==> config.mk <==
export PLATFORM = sky130hd
export DESIGN_NAME = spi_frame_arbiter
export DESIGN_NICKNAME = d
export VERILOG_FILES = /design/src/rtl/spi_frame_arbiter.sv
export SDC_FILE = /design/constraint.sdc
export NUM_CORES = 1
export LEC_CHECK = 0
export CAP_MARGIN = 40
export CORE_ASPECT_RATIO = 1.75
export CORE_UTILIZATION = 55
export DETAILED_ROUTE_END_ITERATION = 10
export MAX_ROUTING_LAYER = met4
export PLACE_DENSITY = 0.71
export SLEW_MARGIN = 10
export SYNTH_ARGS = -nofsm -noshare
export SYNTH_HDL_FRONTEND = slang
export SYNTH_SLANG_ARGS = --single-unit
==> constraint.sdc <==
create_clock -name clk -period 14.6 [get_ports clk]
set_clock_uncertainty 0.15 [all_clocks]
set_input_delay 2.92 -clock clk [delete_from_list [all_inputs] [get_ports clk]]
set_output_delay 2.92 -clock clk [all_outputs]
set_load 0.01 [all_outputs]
==> src/rtl/spi_frame_arbiter.sv <==
// spi_frame_arbiter: round-robin byte collector into a double-buffered SPI transmit frame.
// Latency: a granted byte lands in the fill bank at the grant edge. It reaches rd_data the cycle after the spi_done that swaps its frame in.
// Backpressure: while a complete frame waits for swap, gnt stays low and producers hold req/req_data.
// Ports: clk, rst (async, active-high); req/req_data/gnt on the producer side;
//        spi_done, rd_addr/rd_data on the shifter side; frame_ready, frame_seq, underrun_cnt as status.
// Build option: define FRAME_SEQ_HDR_EN to make byte 0 of every frame carry the sequence number.
module spi_frame_arbiter #(
  parameter int NUM_REQ     = 4,
  parameter int FRAME_BYTES = 16,
  localparam int AW         = $clog2(FRAME_BYTES)
) (
  input  logic                 clk,
  input  logic                 rst,
  input  logic [NUM_REQ-1:0]   req,
  input  logic [8*NUM_REQ-1:0] req_data,
  output logic [NUM_REQ-1:0]   gnt,
  input  logic                 spi_done,
  input  logic [AW-1:0]        rd_addr,
  output logic [7:0]           rd_data,
  output logic                 frame_ready,
  output logic [7:0]           frame_seq,
  output logic [7:0]           underrun_cnt
);

  localparam int RW = (NUM_REQ > 1) ? $clog2(NUM_REQ) : 1;
`ifdef FRAME_SEQ_HDR_EN
  // Byte 0 is reserved for the header, so producers start at index 1.
  localparam logic [AW-1:0] FIRST_POS = AW'(1);
`else
  localparam logic [AW-1:0] FIRST_POS = '0;
`endif
  localparam logic [AW-1:0] LAST_POS = AW'(FRAME_BYTES - 1);

  typedef enum logic {S_FILL, S_READY} state_t;
  state_t state_q, state_d;

  logic [FRAME_BYTES-1:0][7:0] bank [2];
  logic                        send_sel;
  logic                        fill_sel;
  logic [AW-1:0]               wr_ptr;
  logic [RW-1:0]               rr_ptr;
  logic [RW-1:0]               rr_nxt;
  logic [RW-1:0]               gnt_idx;
  logic [RW-1:0]               cand_idx;
  logic                        gnt_vld;
  logic [7:0]                  gnt_dat;
  int                          cand;
  logic                        xfer;
  logic                        swap;
  logic                        underrun;

  assign fill_sel    = ~send_sel;
  assign rd_data     = bank[send_sel][rd_addr];
  assign frame_ready = (state_q == S_READY);

  // Round-robin search: first requester at or above rr_ptr, wrapping modulo NUM_REQ.
  always_comb begin
    gnt      = '0;
    gnt_vld  = 1'b0;
    gnt_idx  = '0;
    cand     = 0;
    cand_idx = '0;
    if (!rst && state_q == S_FILL) begin
      for (int k = 0; k < NUM_REQ; k++) begin
        cand = int'(rr_ptr) + k;
        if (cand >= NUM_REQ) cand = cand - NUM_REQ;
        cand_idx = cand[RW-1:0];
        if (!gnt_vld && req[cand_idx]) begin
          gnt_vld = 1'b1;
          gnt_idx = cand_idx;
        end
      end
      if (gnt_vld) gnt[gnt_idx] = 1'b1;
    end
  end

  assign gnt_dat  = 8'(req_data >> {gnt_idx, 3'b000});
  assign rr_nxt   = (int'(gnt_idx) == NUM_REQ - 1) ? '0 : gnt_idx + RW'(1);
  assign xfer     = gnt_vld;
  assign swap     = spi_done && (state_q == S_READY);
  // A pulse on the same edge as the final fill byte still sees FILL and is an underrun.
  assign underrun = spi_done && (state_q == S_FILL);

  always_comb begin
    state_d = state_q;
    case (state_q)
      S_FILL:  if (xfer && wr_ptr == LAST_POS) state_d = S_READY;
      S_READY: if (spi_done) state_d = S_FILL;
      default: state_d = S_FILL;
    endcase
  end

  always_ff @(posedge clk or posedge rst) begin
    if (rst) begin
      state_q      <= S_FILL;
      bank[0]      <= '0;
      bank[1]      <= '0;
      send_sel     <= 1'b0;
      wr_ptr       <= FIRST_POS;
      rr_ptr       <= '0;
      frame_seq    <= 8'h00;
      underrun_cnt <= 8'h00;
    end else begin
      state_q <= state_d;
      if (xfer) begin
        bank[fill_sel][wr_ptr] <= gnt_dat;
        wr_ptr                 <= wr_ptr + AW'(1);
        rr_ptr                 <= rr_nxt;
      end
      if (swap) begin
`ifdef FRAME_SEQ_HDR_EN
        // Stamp the outgoing frame with the sequence number it is published under.
        bank[fill_sel][0] <= frame_seq + 8'd1;
`endif
        send_sel  <= fill_sel;
        wr_ptr    <= FIRST_POS;
        frame_seq <= frame_seq + 8'd1;
      end
      if (underrun && underrun_cnt != 8'hFF) underrun_cnt <= underrun_cnt + 8'd1;
    end
  end

endmodule

Yosys cells after proc, flatten, opt, wreduce, memory -nomap -nowiden. Cells that the tools add are included.

Flip-flop bits (word level): 280. Input port bits: 43.

Add/subtract/negate cells: 11. Order comparisons: 16. Eq/ne operators: 3. Shifts and indexed selects: 1. Mux-type cells: 51. Bitwise gates (word level): 4. Reduce and logical (&&, ||, !) cells: 16.

Operator list (count): 128-bit two-way mux (4); 256-bit bitwise mux (1); 128-bit demux with 1-bit select (1); 8-bit binary-select mux with 4-bit select (1); 8-bit demux with 4-bit select (1); 32-bit by 5-bit >> shifter with 8-bit output (1); 2-bit two-way mux (15); 8-bit by 1-bit adder with 8-bit output, second input constant (2); 1-bit two-way mux (16); 4-bit two-way mux (4); 8-bit two-way mux (2); 2-bit by 3-bit < comparator with 1-bit output, second input constant (5); 1-bit logical AND (11); 4-bit by 5-bit < comparator with 1-bit output, second input constant (2); 3-bit greater-or-equal comparator, second input constant (3); 1-bit binary-select mux with 2-bit select (4); 8-bit inequality test, second input constant (1); 2-bit by 1-bit subtractor with 2-bit output, second input constant (4); 2-bit by 2-bit adder with 3-bit output, second input constant (2); 4-bit by 1-bit adder with 4-bit output, second input constant (1); 4-bit equality test, second input constant (1); 2-bit greater-or-equal comparator, second input constant (2); 4-bit by 1-bit greater-or-equal comparator with 1-bit output, second input constant (1); 1-bit zero test (4); 11 further kinds (13).

Depth between registers and ports, before layout. Gate-level depths: netlist of the first run.

Depth in word-level cells: 25. Gate-level depth with buffers: 8.

Least setup slack after synthesis of the first run. No wires, ideal clock.

Path type: in2out. From: input port rd_addr[0]. To: output port rd_data[0]. Data arrival time: 4980 ps. Data required time: 11530 ps. Slack: 6550 ps. Stages on the path: 5. Cell sequence: buf_2 -> buf_1 -> mux4_2 -> mux4_2 -> mux2_2.

Cells in the longest elaborated chain, start to end: 2.

RTL lines: start: declaration (line 18) `input logic [AW-1:0] rd_addr,`; 8-bit binary-select mux with 4-bit select (line 53) `assign rd_data = bank[send_sel][rd_addr];`; 8-bit two-way mux (implied by the code) (line 53); end: declaration (line 19) `output logic [7:0] rd_data,`.

No other way between the ends. The select of a mux whose other input is x is not followed.

Worst setup path after layout of the first run.
From: input port rd_addr[0]. To: output port rd_data[2].

The elaborated chain is that of the path after synthesis.

==> results_dict.tcl, run 1 <==
set metrics [dict create \
    synth_top_family_by_area "multiplexers" \
    dr.pass1.iters 5 \
    ctsResizeCount 0 \
    grt_max_degree 116 \
    vias_per_cell 6.360 \
    ys_warn_count 0 \
    antenna_cells 0 \
    drive_above_1_share 0.4561 \
    area_growth_pct 17.41 \
    critPathKind "in -> out" \
    async_flop_share 1.000 \
    die_area_um2 25120 \
    cp.required_ns 11.53 \
    cts_tree "built" \
    grt_pass1_vias 9290 \
    rows 75 \
    dieHeight_um 208.9 \
    avgSynthCellArea_um2 14.99 \
    crit_path_end_kind "output pin" \
    p_leak_uw 0.006955 \
    cts_setup_buffers 0 \
    min_period_ns 9.037 \
    vias 8471 \
    clk-insertion-delay-late_ns 0.54 \
    fin_tns_setup_ns 0 \
    hold_buffers 0 \
    synth_compound_area_frac 0.04007 \
    avgRoutedWirePerCell_um 25.58 \
    fmax_mhz 110.7 \
    io_pins 72 \
    synthXorXnorAreaFrac 0.01172 \
    grt_pass1_wl_um 54210 \
    synthSimpleGateAreaFrac 0.04770 \
    final_nets 1054 \
    drt-initial-drc-count 553 \
    synth_top_area_share 0.5207 \
    fill_cells 1772 \
    swShare 0.3055 \
    p_clk_frac 0.242 \
    p_sw_uw 925.5 \
    port-buffer-count 71 \
    status "complete, no violations" \
    yosysTopAreaCell "dfrtp_1" \
    final_common_cell "dfrtp_1" \
    core_um2 24020 \
    yosys.area_share.adder 0.005579 \
    setup_viol 0 \
    grtUsageTotal 0.2960 \
    seq_area_frac_synth 0.5207 \
    vdd_drop_max_uv 115.4 \
    syn-cell-area_um2 13460 \
    yosys_most_used_dff "dfrtp_1" \
    antenna_found_initial 0 \
    crit_arrival_ns 5.97 \
    hold_ws_ns 0.3202 \
    drc 0 \
    synth-edff-count 0 \
    cts_root_buffer "clkbuf_16" \
    antenna_left 0 \
    final_cell_mix "279 x dfrtp_1, 266 x mux2_2, 80 x mux4_2, 70 x clkdlybuf4s50_1, 49 x nor2_1" \
    die_x_um 120.2 \
    cts_buffers 26 \
    initial_core_util 0.5602 \
    hold_viol 0 \
    p_int_uw 2104 \
    seq_power_share 0.423 \
    cts_buffer_depth 3 \
    ys_ff_latch 280 \
    cts_htree_levels 1 \
    hpwlAfterDp_um 23430 \
    hold_path.class "reg -> reg" \
    maxSlewViolCount 0 \
    cp-start-kind "input pin" \
    power_density_nw_per_um2 191.8 \
    cts.clk_slew.worst_paths_ns 0.06 \
    synthTopCellsByArea "dfrtp_1 52%, mux2_2 22%, mux4_2 13%, a311oi_2 1.8%, nor2_1 1.4%" \
    relSlewSlack 0.4153 \
    yosys.cell_types.count 43 \
    synthMuxAreaShare 0.3565 \
    worst_slew_pin_slew_ns 0.8770 \
    gp_congestion 0.9781 \
    syn_inst 898 \
    routed_wl_um 34070 \
    p_comb_frac 0.335 \
    maxCapViolations 0 \
    rsz0062_at_grt "no" \
    crit_fanout 36 \
    grt-ovfl-total 0 \
    syn_nets 947 \
    cts_sinks 280 \
    timing.final.crit_share 0.6190 \
]
## layout make-up
class	instances	area [um^2]	share of cell area
Tap cell	308	385.4	0.02439
Multi-Input combinational cell	561	6211	0.3931
Timing Repair Buffer	130	1244	0.07872
Clock buffer	41	788.3	0.04989
Inverter	6	30.03	0.001901
Clock inverter	6	130.1	0.008236
Sequential cell	280	7010	0.4437
## cells by family after synthesis
group                      after synthesis
xor gates and xnor gates                18
AOI/OAI and AO/OA                       58
buffers and inverters                   57
and+or+nand+nor                        133
adders and majority gates                6
muxes                                  346
DFF                                    280
## through the flow
stage	util	power, uW	cell area, um^2	setup slack (ns)	instances
6_report	0.6577	3030	15800	5.563	1332
5_1_grt	0.6577	3178	15800	5.347	1332
4_1_cts	0.6577	3045	15800	5.488	1332
3_5_place_dp	0.6194	2305	14880	5.495	1285
3_3_place_gp	0.6046	2239	14530	5.514	1250
2_1_floorplan	-	1958	13460	3.808	898
## state kept, by name (all words and copies together), names as in the netlist
name          cells
wr_ptr            4
send_sel          1
underrun_cnt      8
frame_seq         8
bank            256
frame_ready       1
rr_ptr            2
## final timing paths
check / to / start / slack, ns / cells after the start
worst max-delay path: rd_data[2] / rd_addr[0] / 5.56 / 6
worst min-delay path: frame_seq[7] / frame_seq[7] / 0.32 / 1
worst max register to register: bank[239] / rr_ptr[1] / 11.66 / 5
worst min register to register: frame_seq[7] / frame_seq[7] / 0.32 / 1
max in group asynchronous: bank[24] / rst / 9.41 / 6
min in group asynchronous: bank[199] / rst / 2.98 / 2
## synthesized netlist by cell type (all sizes together), types with 9 or more instances
cell type / count
nor2: 50
buf: 22
mux4: 80
nor3: 12
nand3: 23
mux2: 266
clkbuf: 29
xnor2: 12
nand2: 17
dfrtp: 280
a311oi: 17
o21ai: 9
## power groups by stage
stage	Sequential, uW	Combinational, uW	Clock [uW]
after floorplan	1210	752	0
after global placement	1300	935	0
after detailed placement	1290	1010	0
after CTS	1280	1020	745
after global routing	1320	1090	771
final	1280	1010	733
## routing by layer
layer	GRT usage	wire (um)	up-vias
met4	0.1179	1342	0
met5	-	0	-
met2	0.5119	18390	254
met1	0.3566	12990	4520
met3	0.02620	1345	82
li1	-	-	3615
## critical path: stages
cell and delay (ns):
buf_4 0.46, buf_4 0.65, mux4_2 0.60, mux4_2 0.49, mux2_2 0.28, clkdlybuf4s50_1 0.52
No activity file was read; power rests on OpenSTA's default activity.
==> inputs of run 2 (changes only) <==
- clock period: 14.6 -> 9.3 ns (I/O delays scaled with it)
==> run 2 against run 1 <==
Against the previous run: cell count increased by 0.38%; non-clock buffer count grew 3; flip-flop and latch count did not move; wire length fell by 3.5%; via count shrank 1.0%; register-to-register slack got worse by 5.5 ns; largest power group unchanged; highest routed layer unchanged.
==> results_dict.tcl, run 2 (synthesized netlist as in run 1, its figures left out) <==
set metrics [dict create \
    crit_arrival_ns 4.70 \
    hpwlAfterDp_um 23020 \
    power_density_nw_per_um2 296.9 \
    vias 8385 \
    post_dp_cell_area_um2 14880 \
    gp_congestion 0.9347 \
    fill_cells 1810 \
    top_regs "bank x256, frame_seq x8, underrun_cnt x8" \
    initial_core_util 0.5602 \
    dp_cells 1288 \
    routed_wl_um 32890 \
    maxCapViolations 0 \
    cp-start-kind "input pin" \
    drc 0 \
    grtUsageTotal 0.2852 \
    cts_buffer_depth 3 \
    cts_htree_levels 1 \
    cp.required_ns 7.29 \
    busiest_layer "met2" \
    dr.pass1.iters 5 \
    io_pins 72 \
    hold_buffers 0 \
    grt_max_degree 188 \
    avgRoutedWirePerCell_um 24.60 \
    final_common_cell "dfrtp_1" \
    min_period_ns 6.707 \
    antenna_left 0 \
    crit_fanout 17 \
    use_met3 0.03111 \
    relSlewSlack 0.1895 \
    rsz0062_at_grt "no" \
    grtUsageMet2 0.5143 \
    grt_pass1_wl_um 52630 \
    die_area_um2 25120 \
    dieHeight_um 208.9 \
    maxSlewViolCount 0 \
    totalPowerFinal_uw 4673 \
    grt-ovfl-total 0 \
    hold_viol 0 \
    port-buffer-count 71 \
    vias_per_cell 6.272 \
    p_leak_uw 0.006939 \
    stdcell_count 1337 \
    grt_pass1_vias 9076 \
    cts_buffers 27 \
    path_cells "clkdlybuf4s50_1, nor2_1, or4b_1, nand2_1, nand2_1, nor3_1, clkdlybuf4s50_1" \
    timing.final.crit_share 0.7211 \
    cts_sinks 280 \
    largest_reg_flops 256 \
    drive_above_1_share 0.4606 \
    p_int_uw 3220 \
    critical_path_buf_inv_count 2 \
    cts_tree "built" \
    slowest_stage "clkdlybuf4s50_1" \
    final_cell_mix "279 x dfrtp_1, 266 x mux2_2, 80 x mux4_2, 70 x clkdlybuf4s50_1, 56 x buf_4" \
    use_met1 0.3274 \
    ctsResizeCount 0 \
    core_um2 24020 \
    drt-initial-drc-count 467 \
    cpPeakStageDelay_ns 0.88 \
    antenna_found_initial 0 \
    p_comb_frac 0.344 \
    regMostFlops "bank" \
    setup_viol 0 \
    hold_ws_ns 0.3231 \
    crit_family "buffers and inverters" \
    hold_path.class "reg -> reg" \
    seq_power_share 0.426 \
    crit_path_end_kind "output pin" \
    critPathKind "in -> out" \
    p_sw_uw 1454 \
    vdd_drop_max_uv 223.0 \
    cts.clk_slew.worst_paths_ns 0.06 \
    final_nets 1058 \
    cts_setup_buffers 0 \
    fin_tns_setup_ns 0 \
    cts_root_buffer "clkbuf_16" \
    worst_slew_pin_slew_ns 1.216 \
    area_growth_pct 16.96 \
    rows 75 \
    p_clk_frac 0.229 \
    swShare 0.3111 \
    fmax_mhz 149.1 \
    antenna_cells 0 \
    status "complete, no violations" \
    clk-insertion-delay-late_ns 0.56 \
    final_area_um2 15740 \
    die_x_um 120.2 \
]
## run 2: layout make-up
type / instances / area (um^2) / area share
flip-flops and latches: 280 / 7010 / 0.4454
repair buffers: 133 / 1245 / 0.07910
multi-input cells: 561 / 6211 / 0.3946
clock inverters: 11 / 93.84 / 0.005962
well taps: 308 / 385.4 / 0.02449
clock buffers: 38 / 767.0 / 0.04873
inverters: 6 / 26.28 / 0.001669
## run 2: final timing paths
| path | slack (ns) | startpoint | cells after the start | endpoint |
|---|---|---|---|---|
| hold / removal | 0.32 | frame_seq[7] | 1 | frame_seq[7] |
| max in group asynchronous | 5.96 | rst | 3 | bank[28] |
| hold reg to reg | 0.32 | frame_seq[7] | 1 | frame_seq[7] |
| setup / recovery | 2.59 | req[3] | 7 | gnt[3] |
| min in group asynchronous | 1.62 | rst | 2 | bank[215] |
| setup reg to reg | 6.17 | rr_ptr[1] | 6 | bank[162] |
## run 2: metal layers
metal | up-vias | wire, um
li1 | 3626 | -
met1 | 4440 | 12390
met2 | 249 | 18300
met3 | 70 | 1189
met4 | 0 | 1009
met5 | - | 0
## run 2: power groups by stage
stage / Combinational [uW] / Clock, uW / Sequential (uW)
floorplan: 1180 / 0 / 1890
global placement: 1480 / 0 / 2030
detailed placement: 1610 / 0 / 2010
CTS: 1610 / 1090 / 1990
global route: 1710 / 1140 / 2060
finish: 1610 / 1070 / 1990
## run 2: stage by stage
step,setup slack [ns],util
floorplan,3.370,-
finish,2.593,0.6552
global route,2.447,0.6552
detailed placement,2.671,0.6193
global placement,2.337,0.6034
CTS,2.671,0.6552
==> inputs of run 3 (changes only) <==
- clock period: 9.3 -> 6.8 ns (I/O delays scaled with it)
==> run 3 against run 2 <==
Against the previous run: sequential power is 37% higher; critical path depth stayed put; combinational power is 37% higher; register-to-register slack worse by 2.4 ns; power is 37% higher; core utilization is 0.052 points higher; wire length is 3.0% higher; highest routed layer unchanged; largest power group unchanged; largest cell class unchanged; flip-flop and latch count stayed put; first-iteration DRC count is 5.4% higher; hold slack better by 0.0024 ns; critical path type unchanged; clock-buffer cell count is 5 higher.
==> results_dict.tcl, run 3 (synthesized netlist as in run 1, its figures left out) <==
set metrics [dict create \
    power_density_nw_per_um2 407.3 \
    antenna_cells 0 \
    grt-ovfl-total 0 \
    final_common_cell "dfrtp_1" \
    crit_arrival_ns 4.07 \
    grt_pass1_vias 9172 \
    avgRoutedWirePerCell_um 25.40 \
    drt-initial-drc-count 492 \
    cts_htree_levels 1 \
    cts_tree "built" \
    antenna_left 0 \
    die_x_um 120.2 \
    relSlewSlack 0.3721 \
    critical_path_buf_inv_count 2 \
    p_leak_uw 0.006938 \
    maxCapViolations 0 \
    cts_sinks 280 \
    fin_tns_setup_ns 0 \
    core_um2 24020 \
    dr.pass1.iters 5 \
    cpPeakStageDelay_ns 0.86 \
    top_regs "bank x256, frame_seq x8, underrun_cnt x8" \
    final_area_um2 15750 \
    vias_per_cell 6.269 \
    fin_util 0.6557 \
    cts_buffers 26 \
    cp-start-kind "input pin" \
    vias 8363 \
    critPathKind "in -> out" \
    fmax_mhz 179.1 \
    path_cells "clkdlybuf4s50_1, nor2_1, or4b_1, nand2_1, nand2_1, nor3_1, clkdlybuf4s50_1" \
    rows 75 \
    crit_family "buffers and inverters" \
    rrSetupSlack_ns 3.81 \
    regMostFlops "bank" \
    initial_core_util 0.5602 \
    crit_path_end_kind "output pin" \
    io_pins 72 \
    dieHeight_um 208.9 \
    grt_max_degree 142 \
    clk-insertion-delay-late_ns 0.54 \
    hold_viol 0 \
    cts_setup_buffers 0 \
    antenna_found_initial 0 \
    routed_wl_um 33880 \
    stdcell_count 1334 \
    hold_path.class "reg -> reg" \
    totalPowerFinal_uw 6415 \
    post_dp_cell_area_um2 14880 \
    worst_slew_pin_slew_ns 0.9347 \
    port-buffer-count 71 \
    drive_above_1_share 0.4581 \
    dp_cells 1287 \
    cts.clk_slew.worst_paths_ns 0.06 \
    rsz0062_at_grt "no" \
    final_nets 1056 \
    drc 0 \
    crit_fanout 17 \
    area_growth_pct 17.05 \
    cts_buffer_depth 3 \
    cts_root_buffer "clkbuf_16" \
    setup_viol 0 \
    die_area_um2 25120 \
    maxSlewViolCount 0 \
    largest_reg_flops 256 \
    slowest_stage "clkdlybuf4s50_1" \
    timing.final.crit_share 0.8213 \
    hpwlAfterDp_um 23510 \
    cp.required_ns 5.29 \
    status "complete, no violations" \
    ctsResizeCount 0 \
    hold_buffers 0 \
    final_cell_mix "279 x dfrtp_1, 266 x mux2_2, 80 x mux4_2, 70 x clkdlybuf4s50_1, 51 x buf_4" \
    min_period_ns 5.585 \
    grtUsageTotal 0.2963 \
    vdd_drop_max_uv 234.2 \
    gp_congestion 0.9851 \
    grt_pass1_wl_um 54230 \
]
## run 3: worst reg2reg max path, delay by kind of cell, from the launching register on
| kind | cells | cell delay [ns] |
|---|---|---|
| buf+inv | 1 | 0.28 |
| compound gates | 2 | 0.87 |
| simple gates | 2 | 0.87 |
| mux | 1 | 0.27 |
| flops | 1 | 0.42 |
## run 3: through the flow
stage                     setup slack [ns]  hold slack, ns
after global routing                 1.104          0.3451
after detailed placement             1.270          0.3153
final                                1.215          0.3255
after floorplan                      1.583          0.3252
after CTS                            1.253          0.3316
after global placement               1.296          0.3149
## run 3: final cells by class
| class | instances | area [um^2] |
|---|---|---|
| Clock buffer | 43 | 825.8 |
| Clock inverter | 4 | 48.80 |
| Fill cell | 1770 | 8272 |
| Inverter | 6 | 26.28 |
| Multi-Input combinational cell | 561 | 6211 |
| Sequential cell | 280 | 7010 |
| Tap cell | 308 | 385.4 |
| Timing Repair Buffer | 132 | 1244 |
## run 3: per-layer routing
| layer | up-vias | track usage | wire [um] |
|---|---|---|---|
| met5 | - | - | 0 |
| met4 | 0 | 0.1166 | 1330 |
| met3 | 83 | 0.03357 | 1259 |
| met2 | 237 | 0.5222 | 18450 |
| met1 | 4424 | 0.3431 | 12840 |
| li1 | 3619 | - | - |
## run 3: worst paths after layout
| path | from | to | depth (start not counted) |
|---|---|---|---|
| setup / recovery | req[3] | gnt[3] | 7 |
| hold / removal | frame_seq[7] | frame_seq[7] | 1 |
| setup reg to reg | rr_ptr[0] | bank[46] | 6 |
| hold reg to reg | frame_seq[7] | frame_seq[7] | 1 |
| max in group asynchronous | rst | bank[8] | 3 |
| min in group asynchronous | rst | wr_ptr[1] | 3 |
## run 3: where the power goes
| part | internal, uW | leakage [uW] | total [uW] | switching (uW) |
|---|---|---|---|---|
| clock | 864 | 0.000432 | 1480 | 620 |
| sequential | 2320 | 0.00366 | 2730 | 407 |
| combinational | 1250 | 0.00284 | 2200 | 948 |
| total | 4440 | 0.00694 | 6420 | 1970 |
==> patch 1: new RTL, config.mk and constraints of run 3 <==
Set the localparam `FIRST_POS` to 1 (it was '0).
--- a/src/rtl/spi_frame_arbiter.sv
+++ b/src/rtl/spi_frame_arbiter.sv
@@ -27,7 +27,7 @@
   // Byte 0 is reserved for the header, so producers start at index 1.
   localparam logic [AW-1:0] FIRST_POS = AW'(1);
 `else
-  localparam logic [AW-1:0] FIRST_POS = '0;
+  localparam logic [AW-1:0] FIRST_POS = 1;
 `endif
   localparam logic [AW-1:0] LAST_POS = AW'(FRAME_BYTES - 1);
 
Behaviour: same outputs for any inputs over 4 cycles, from zero or initial values and one cycle with rst high; that may be too few to reach the edited logic, so the function may still have changed.
==> patch 1 against run 3 <==
- wire length rose by 4.3%
- synthesized area increased by 3.2%
- total power decreased by 1.9%
- sequential cell count unchanged
- cell area fell by 0.92%
- synthesized cell count up 34%
- setup slack improved by 0.096 ns
- critical endpoint unchanged
- largest cell class unchanged
- largest power group unchanged
- highest routed layer unchanged
==> patch 1: results (changes against run 3) <==
* Mux cell area share after synthesis at 13.78% (-22 points)
* Crit Path Max Fanout at 18 (+1)
* Vias in the first global route at 9,984 (+8.9%)
* XOR/XNOR Fraction of Synth Area at 1.136% (-0.036 points)
* First-pass GRT wire length at 56,480 um (+4.1%)
* Syn nets at 1,248 (+32%)
* Number of filler cells placed in the layout at 2,032 (+15%)
* Seq/Total Area, Yosys at 50.48% (-1.6 points)
* GR Layer Usage met1 at 34.70% (+0.40 points)
* Share of synthesized cell area in full adder, half adder and majority cells at 0.5407% (-0.017 points)
* WP data arrival at 3.98 ns (-0.09 ns)
* Vias after detailed routing at 9,679 (+16%)
* Total CTS buffers at 25 (-3.8%)
* Via/cell ratio at 6.201 (-1.1%)
* Placed Cells at 1,517 (+18%)
* LEAKAGE at 6.602 nW (-4.8%)
* Slew headroom at 20.42% (-17 points)
* Status: finished clean
* Largest net degree at the start of global routing at 190 (+34%)
* Met2 Wirelength at 19,390 um (+5.1%)
* Synth Instances at 1,199 (+34%)
* Synth top cells by count: nand2_1, dfrtp_1, o21ai_0
* 1st-iter DRT viols at 931 (+89%)
* Ranking of synthesized cells by area: dfrtp_1, mux4_2, nand2_1, o31ai_1, o21ai_0
* Met3 usage at 3.380% (+0.023 points)
* M2 GR Usage at 52.25% (about the same)
* DP Wirelength at 23,990 um (+2.0%)
[patch 1: changes by cell type after synthesis, sizes merged, moves of 10 or more]
cell and change:
a21oi +13, a311oi -15, buf +29, clkbuf +10, mux2 -257, nand2 +283, nand3 -18, nor2 -32
o21ai +120, o31ai +137, or2 +10
[patch 1: worst paths after layout]
path	startpoint	end	slack (ns)	depth (start not counted)
setup / recovery	req[3]	gnt[3]	1.31	5
hold / removal	frame_seq[7]$_DFFE_PP0P_	frame_seq[7]$_DFFE_PP0P_	0.32	1
setup reg to reg	send_sel$_DFFE_PP0P_	bank[71]$_DFFE_PP0P_	3.87	6
hold reg to reg	frame_seq[7]$_DFFE_PP0P_	frame_seq[7]$_DFFE_PP0P_	0.32	1
max in group asynchronous	rst	bank[3]$_DFFE_PP0P_	3.86	3
min in group asynchronous	rst	underrun_cnt[0]$_DFFE_PP0P_	1.22	2
[patch 1: through the flow]
step / power, mW / util, % / cell area, um^2 / worst slack, ns
floorplan: 4.188 / - / 13890 / 1.584
global placement: 4.693 / 59.26 / 14650 / 1.352
detailed placement: 4.827 / 59.71 / 14760 / 1.338
CTS: 6.306 / 63.12 / 15610 / 1.324
global route: 6.656 / 63.12 / 15610 / 1.182
finish: 6.294 / 63.12 / 15610 / 1.312
[patch 1: power by group through the flow]
stage               Clock, mW  Sequential, mW  Combinational [mW]
floorplan                   0            2.61                1.58
global placement            0            2.79                1.90
detailed placement          0            2.77                2.06
CTS                      1.49            2.75                2.07
global route             1.55            2.83                2.27
finish                   1.48            2.75                2.06
[patch 1: cell type report]
type	count	area, um^2	area share, %
clock buffers	35	713.2	4.570
clock inverters	9	131.4	0.8418
inverters	13	52.55	0.3367
multi-input cells	816	6344	40.65
flip-flops and latches	280	7012	44.93
well taps	312	390.4	2.501
repair buffers	96	963.4	6.173
==> patch 2: new RTL, flow settings as in run 3 <==
Made on the original files. Put one more register stage on the output `underrun_cnt`, without a reset. The value now appears one clock later. The other outputs are not delayed to match.
--- a/src/rtl/spi_frame_arbiter.sv
+++ b/src/rtl/spi_frame_arbiter.sv
@@ -32,6 +32,8 @@
   localparam logic [AW-1:0] LAST_POS = AW'(FRAME_BYTES - 1);
 
   typedef enum logic {S_FILL, S_READY} state_t;
+
+  logic [7:0] underrun_cnt_s0;
   state_t state_q, state_d;
 
   logic [FRAME_BYTES-1:0][7:0] bank [2];
@@ -99,7 +101,7 @@
       wr_ptr       <= FIRST_POS;
       rr_ptr       <= '0;
       frame_seq    <= 8'h00;
-      underrun_cnt <= 8'h00;
+      underrun_cnt_s0 <= 8'h00;
     end else begin
       state_q <= state_d;
       if (xfer) begin
@@ -116,8 +118,12 @@
         wr_ptr    <= FIRST_POS;
         frame_seq <= frame_seq + 8'd1;
       end
-      if (underrun && underrun_cnt != 8'hFF) underrun_cnt <= underrun_cnt + 8'd1;
+      if (underrun && underrun_cnt_s0 != 8'hFF) underrun_cnt_s0 <= underrun_cnt_s0 + 8'd1;
     end
+  end
+
+  always_ff @(posedge clk) begin
+    underrun_cnt <= underrun_cnt_s0;
   end
 
 endmodule
Function: changed (Yosys sat finds a counterexample within 4 cycles, from zero or initial values and one cycle with rst high).
==> patch 2 against run 3 <==
- sequential cell count increased by 8
- final cell count rose by 27%
- cell area increased by 4.8%
- setup slack worse by 0.027 ns
- core utilization fell by 2.5 points
- fmax decreased by 0.48%
- non-clock buffer count fell by 13
- wire length grew 35%
- synthesized area up 9.5%
- total power is 13% higher
- global-route usage grew 6.2 points
- first-iteration DRC count is 130% higher
- critical path type unchanged
- largest cell class unchanged
- highest routed layer unchanged
==> patch 2: results (changes against run 3) <==
* Crit Path Max Fanout at 30 (+13)
* Status: finished clean
* LEAKAGE at 6.564 nW (-5.4%)
* Max stage delay on crit path at 0.54 ns (-0.32 ns)
* Post-Place Cell Area at 15,630 um^2 (+5.0%)
* 1st-iter DRT viols at 1,112 (+130%)
* Largest net degree at the start of global routing at 146 (+2.8%)
* Top layer in use: met4
* Post-Layout Cell Count at 1,699 (+27%)
* WP data arrival at 4.10 ns (+0.03 ns)
* Initial antenna violation count at 1 (+1)
* Met2 Wirelength at 22,850 um (+24%)
* DP Wirelength at 29,670 um (+26%)
* Ranking of synthesized cells by area: dfrtp_1, mux4_2, o31ai_1, a211oi_1, nand2_1
* Final hold slack at 0.2713 ns (-0.05419 ns)
* Gr usage total at 35.84% (+6.2 points)
* Slew headroom at 33.02% (-4.2 points)
* Syn nets at 1,386 (+46%)
* GP Congestion at 0.8801 (-11%)
* Via/cell ratio at 6.831 (+9.0%)
* Synth unique cells at 51 (+19%)
* M2 GR Usage at 58.83% (+6.6 points)
* Synth top cells by count: dfrtp_1, nand2_1, nor2_1
* Synth Instances at 1,337 (+49%)
* Reg-to-reg slack, setup at 3.33 ns (-0.48 ns)
* Async set-reset flop share out of synthesis at 97.22% (-2.8 points)
* Met3 wire length at 3053 um (+140%)
* GR Layer Usage met1 at 41.17% (+6.9 points)
* Seq/Total Area, Yosys at 48.65% (-3.4 points)
* Layout Nets at 1,407 (+33%)
* Metal1 wirelength at 16,150 um (+26%)
* Slowest CP cell: mux4_2
* Crit path max-delay family: multiplexers
* Post-DR wirelength/cell at 26.89 um (+5.9%)
* Share of cells above drive strength 1 at 16.04% (-30 points)
* Vias in the first global route at 11,910 (+30%)
## patch 2: final cells by class
type	instances	area [um^2]
Antenna cell	1	2.502
Clock buffer	38	777.0
Clock inverter	11	95.09
Fill cell	2118	9653
Inverter	6	26.28
Multi-Input combinational cell	916	6908
Sequential cell	288	7171
Tap cell	320	400.4
Timing Repair Buffer	119	1122
## patch 2: final timing paths
kind / from / to / cells past startpoint
max: rd_addr[0] / rd_data[0] / 6
max in group asynchronous: rst / bank[157]$_DFFE_PP0P_ / 5
min: underrun_cnt_s0[4]$_DFFE_PP0P_ / underrun_cnt[4]$_DFF_P_ / 0
max reg2reg: send_sel$_DFFE_PP0P_ / bank[210]$_DFFE_PP0P_ / 4
min in group asynchronous: rst / wr_ptr[1]$_DFFE_PP0P_ / 3
min reg2reg: underrun_cnt_s0[4]$_DFFE_PP0P_ / underrun_cnt[4]$_DFF_P_ / 0
## patch 2: where the power goes
| part | switching (mW) | total, mW | internal, mW |
|---|---|---|---|
| sequential | 0.571 | 3.02 | 2.45 |
| combinational | 1.43 | 2.70 | 1.26 |
| clock | 0.683 | 1.52 | 0.838 |
| total | 2.69 | 7.24 | 4.55 |
## patch 2: per-stage QoR
step | setup slack [ns] | setup TNS, ns
2_1_floorplan | -0.3288 | -12.85
3_3_place_gp | 1.192 | 0
6_report | 1.189 | 0
5_1_grt | 1.077 | 0
4_1_cts | 1.168 | 0
3_5_place_dp | 1.183 | 0
## patch 2: kinds of logic (layout without fill, tap and decap cells)
kind of cell               count (synthesis)  count (layout)  share of synthesized area [%]
xor gates and xnor gates                  19              19                          1.130
buffers and inverters                    133             174                          4.552
adders and majority gates                  6               6                         0.5096
DFF                                      288             288                          48.65
and+or+nand+nor                          505             505                          15.74
other                                      0               1                              0
AOI/OAI and AO/OA                        296             296                          16.43
muxes                                     90              90                          12.99
